===== src/rtl/fp_comp_sched.sv =====
// Round-robin scheduler sharing one floating-point comparator among N requesters.
// One grant at a time: launch, wait for done (bounded by TO cycles), return flags.
module fp_comp_sched #(
    parameter int N  = 4,
    parameter int W  = 32,
    parameter int TO = 8
) (
    input  logic           clk,
    input  logic           rst,
    input  logic [N-1:0]   req,
    input  logic [N*W-1:0] op_a,
    input  logic [N*W-1:0] op_b,
    output logic [N-1:0]   gnt,
    output logic [N-1:0]   rsp_valid,
    output logic           rsp_less,
    output logic           rsp_eq,
    output logic           rsp_great,
    output logic           rsp_inv,
    output logic           timeout_err,
    output logic           busy,
    output logic [W-1:0]   cmp_in1,
    output logic [W-1:0]   cmp_in2,
    output logic           cmp_act,
    input  logic           cmp_less,
    input  logic           cmp_eq,
    input  logic           cmp_great,
    input  logic           cmp_inv,
    input  logic           cmp_done
);

    localparam int IW = (N > 1) ? $clog2(N) : 1;
    localparam int CW = $clog2(TO) + 1;

    typedef enum logic [1:0] {IDLE, ISSUE, WAIT, RESP} state_t;

    state_t          state;
    logic [IW-1:0]   last;
    logic [IW-1:0]   id;
    logic [CW-1:0]   cnt;
    logic [IW-1:0]   win_id;
    logic            win_found;
    logic [2*N-1:0]  rot;

    // Rotate the doubled request vector so bit 0 is the requester just after last.
    always_comb begin
        rot       = {req, req} >> (32'(last) + 32'd1);
        win_found = 1'b0;
        win_id    = '0;
        for (int unsigned j = 0; j < N; j++) begin
            if (!win_found && rot[j]) begin
                win_found = 1'b1;
                win_id    = IW'((32'(last) + 32'd1 + j) % N);
            end
        end
    end

    always_ff @(posedge clk or posedge rst) begin
        if (rst) begin
            state       <= IDLE;
            last        <= IW'(N - 1);
            id          <= '0;
            cnt         <= '0;
            gnt         <= '0;
            rsp_valid   <= '0;
            rsp_less    <= 1'b0;
            rsp_eq      <= 1'b0;
            rsp_great   <= 1'b0;
            rsp_inv     <= 1'b0;
            timeout_err <= 1'b0;
            busy        <= 1'b0;
            cmp_in1     <= '0;
            cmp_in2     <= '0;
            cmp_act     <= 1'b0;
        end else begin
            case (state)
                IDLE: begin
                    if (win_found) begin
                        id      <= win_id;
                        cmp_in1 <= op_a[32'(win_id)*W +: W];
                        cmp_in2 <= op_b[32'(win_id)*W +: W];
                        gnt     <= N'(1) << win_id;
                        cmp_act <= 1'b1;
                        busy    <= 1'b1;
                        state   <= ISSUE;
                    end
                end
                ISSUE: begin
                    gnt     <= '0;
                    cmp_act <= 1'b0;
                    cnt     <= '0;
                    state   <= WAIT;
                end
                WAIT: begin
                    // done takes precedence over an expiring counter in the same cycle
                    if (cmp_done) begin
                        {rsp_less, rsp_eq, rsp_great, rsp_inv} <=
                            {cmp_less, cmp_eq, cmp_great, cmp_inv};
                        rsp_valid <= N'(1) << id;
                        state     <= RESP;
                    end else if (cnt == CW'(TO - 1)) begin
                        {rsp_less, rsp_eq, rsp_great, rsp_inv} <= 4'b0001;
                        rsp_valid   <= N'(1) << id;
                        timeout_err <= 1'b1;
                        state       <= RESP;
                    end else begin
                        cnt <= cnt + 1'b1;
                    end
                end
                RESP: begin
                    rsp_valid   <= '0;
                    timeout_err <= 1'b0;
                    last        <= id;
                    busy        <= 1'b0;
                    state       <= IDLE;
                end
                default: state <= IDLE;
            endcase
        end
    end

endmodule

===== config.mk =====
export PLATFORM = sky130hd
export DESIGN_NAME = fp_comp_sched
export DESIGN_NICKNAME = d
export VERILOG_FILES = /design/src/rtl/fp_comp_sched.sv
export SDC_FILE = /design/constraint.sdc
export NUM_CORES = 1
export LEC_CHECK = 0
export ABC_AREA = 1
export BUFFER_PORTS_ARGS = -buffer_cell sky130_fd_sc_hd__buf_2
export CAP_MARGIN = 40
export CORE_AREA = 2 2 134 136
export DETAILED_ROUTE_END_ITERATION = 12
export DIE_AREA = 0 0 136 138
export PLACE_DENSITY = 0.69
export SLEW_MARGIN = 20
export SYNTH_ARGS = -nofsm -noshare
export SYNTH_HDL_FRONTEND = slang
export SYNTH_SLANG_ARGS = --single-unit
export TNS_END_PERCENT = 50

===== constraint.sdc =====
create_clock -name clk -period 3.35 [get_ports clk]
set_input_delay 0.335 -clock clk [delete_from_list [all_inputs] [get_ports clk]]
set_output_delay 0.335 -clock clk [all_outputs]
set_load 0.005 [all_outputs]

==> results.md <==
### Global routing
• 30.0% — met1 usage in global routing
• 2 — number of antenna violations at the first check in global routing
• 35.0 mm — first-pass GRT wire length
• 129 — largest net degree at the start of global routing
• 23.5% — GRT Util Overall
• met2 — global-route layer with the greatest usage
• 0 — Congestion Overflow GR
• 4.58% — Global Route met3 Usage
• 6890 — vias in the first global route
• 40.0% — met2 global-route usage

### Clocking
• 2 — buffer levels on the longest clock path
• 0.35 ns — latest clock arrival within the worst-skew pair
• 0 — number of buffers added to fix hold violations after cts
• 0.07 ns — Reg clk slew, reported paths
• 89 — clock sinks
• 0 — number of gates resized after cts
• done — CTS tree
• 3 — number of H-tree levels
• clkbuf_16 — library cell used as clock root buffer
• 9 — number of clock buffers inserted by TritonCTS
• 0 — # Post-CTS Setup Buffers

### Timing
• 0 — Hold Vio Cnt, Final
• 75.2% — final clock period utilization by the worst path
• 0 — number of max-slew violations in the final report
• 0.754 ns — transition time at the pin with the least slew margin
• 0 ns — post-route setup TNS
• 2.52 ns — final critical delay including setup and external delays
• 0.397 GHz — upper clock frequency limit
• 0.00971 ns — worst hold slack
• 0.00514 ns — Clock Skew
• 0 — final setup violation count
• no — RSZ-0062 raised after global routing
• 49.8% — max_slew headroom

### Routing
• 7770 — via total after detailed routing
• 14.2 um — final routed wire length divided by cell count
• 0 — remaining antenna violation count
• 4.81 — Via-to-Cell Ratio
• 0 — final routed DRC violation total
• 22.9 mm — routed wire length
• 5 — number of detailed-route iterations in the first pass
• 433 — starting DRC count in detailed routing

### Power and ir drop
• 1080 mW/mm2 — power density over the cells
• 4.94 mW — net switching power of the design
• 68.1% — part of the total power dissipated in combinational logic
• 5.38 nW — leakage dissipation
• 9.26 mW — Total Power
• 53.4% — switching fraction of total power
• 20.4% — Reg power frac
• 600 uV — maximum vdd ir drop
• 4.31 mW — Internal Power
• 11.5% — share of power burned in the clock network

### Setup path
• 0.83 ns — slack of the worst reg-to-reg path
• register — kind of start point of the critical path
• last[0] — worst reg2reg path startpoint
• 128 — largest fanout on the critical path
• last[0] — start point of the critical path
• 2.81 ns — arrival time worst endpoint
• 3.64 ns — required time of the critical path
• cmp_in1[8] — destination of the worst register-to-register timing path
• reg2reg — type of the setup path with the least slack
• 13 — number of cells on the worst reg-to-reg path
• register — Setup crit end kind

### Flow run
• 0 — max_cap viols

### Final layout
• 28.4% — share of final-layout standard cells stronger than drive strength 1
• 31.5% — synthesis-to-finish area growth
• nand2_1 — leading cell type in the layout, fill and taps excluded
• nand2_1, buf_2, nand3_1 — top library cells by usage in the layout, fill and taps aside
• 1852 — Fillers
• 1651 — net count reported at finish

### Die
• 346 — IO Pins
• 136 um — overall die width
• 138 um — vertical die dimension
• 0.0175 mm2 — core outline area
• 0.0188 mm2 — Die Area
• 49 — Site Rows
• 37.2% — initial standard-cell utilization of the core

### Placed design
• 16.4 mm — DP Wirelength
• 0.883 — final weighted congestion of routability-driven global placement
• 345 — port bufs

### Yosys
• 0 — Syn. warnings
• 39.1% — area share of the leading cell type in the synthesized netlist
• 89 — flops & latches, synth
• 34.2% — proportion of synthesized chip area in sequential cells
• nand2_1, dfrtp_1, nand3_1 — main area contributors after synthesis
• 6.02 um2 — Syn Area/Cell
• 1356 — Syn Nets
• 0.00653 mm2 — netlist area before placement
• 100% — share of flip-flops with an asynchronous set or reset after synthesis
• 28 — Netlist cell types
• 1083 — number of cells produced by synthesis
• 0 — number of enable flip-flop cells after synthesis
• dfrtp_1 — top flip-flop cell by instance count after synthesis
• nand2_1 — biggest area consumer among synthesized cells

### Run status
• finished, final reports clean — result of the run

### Hold path
• in2async — classification of the worst-slack hold path

layout make-up:
class | count | area, um2 | area share [%]
Antenna cell | 2 | 5.00 | 0.0583
Multi-Input combinational cell | 887 | 3710 | 43.2
Clock buffer | 10 | 239 | 2.79
Timing Repair Buffer | 357 | 1900 | 22.1
Clock inverter | 6 | 73.8 | 0.861
Tap cell | 229 | 287 | 3.34
Inverter | 34 | 135 | 1.58
Sequential cell | 89 | 2230 | 26.0
logic make-up (layout without fill, tap and decap cells):
group / count (synthesis) / count (layout) / synth area share [%]
AND/OR/NAND/NOR: 851 / 851 / 52.8
other: 0 / 2 / 0
adder cells (fa/ha/maj): 6 / 6 / 1.15
buffers and inverters: 107 / 407 / 9.40
AO/OA/AOI/OAI: 29 / 29 / 2.36
XOR/XNOR: 1 / 1 / 0.134
flip-flops: 89 / 89 / 34.2
stage by stage:
stage	cells	util (%)	cell area [um2]	setup WS, ns
floorplan	1083	-	6530	0.711
global placement	1595	47.0	8230	0.884
detailed placement	1596	47.1	8260	0.806
CTS	1612	48.9	8570	0.789
global route	1614	48.9	8580	0.614
finish	1614	48.9	8580	0.830
worst max path at each step:
stage,to,slack [ns]
6_report,cmp_in1[8],0.83
5_1_grt,gnt[0],0.61
4_1_cts,gnt[1],0.79
3_5_place_dp,gnt[1],0.81
3_3_place_gp,gnt[2],0.88
2_1_floorplan,busy,0.71
layer usage:
| metal | up-vias | part of all wire [%] |
|---|---|---|
| met5 | - | 0 |
| met2 | 286 | 49 |
| li1 | 3952 | - |
| met3 | 25 | 7.1 |
| met4 | 0 | 1.7 |
| met1 | 3507 | 42 |
power groups by stage:
stage	Combinational [mW]	Clock, mW	Sequential (mW)
5_1_grt	7.23	1.13	1.94
2_1_floorplan	4.83	0	1.88
6_report	6.30	1.07	1.89
3_5_place_dp	6.38	0	1.89
4_1_cts	6.40	1.09	1.88
3_3_place_gp	6.30	0	1.88
Yosys cell counts, types with 6 or more instances:
cell	number
buf_2	30
buf_4	19
buf_6	13
clkbuf_1	10
dfrtp_1	87
ha_1	6
inv_1	31
nand2_1	680
nand2_2	6
nand3_1	142
nand4_1	6
o21ai_0	18
critical path, stage by stage (launching register included):
cell	delay (ns)
dfstp_2	0.68
inv_6	0.08
nand2_2	0.08
nand3_1	0.06
nand2_1	0.18
nand2_1	0.12
nand3_4	0.12
buf_12	0.32
nand3_1	0.22
nand2_1	0.12
nand2_1	0.05
nand2_1	0.08
nand2_1	0.05
nand2_1	0.08
registers in the layout, summed over array words and instances (netlist names):
signal       cells
timeout_err      1
id               2
cmp_in1         32
last             2
rsp_less         1
rsp_great        1
cnt              4
rsp_inv          1
rsp_eq           1
gnt              4
state            2
rsp_valid        4
cmp_act          1
busy             1
cmp_in2         32
(Power assumes the default switching activity.)
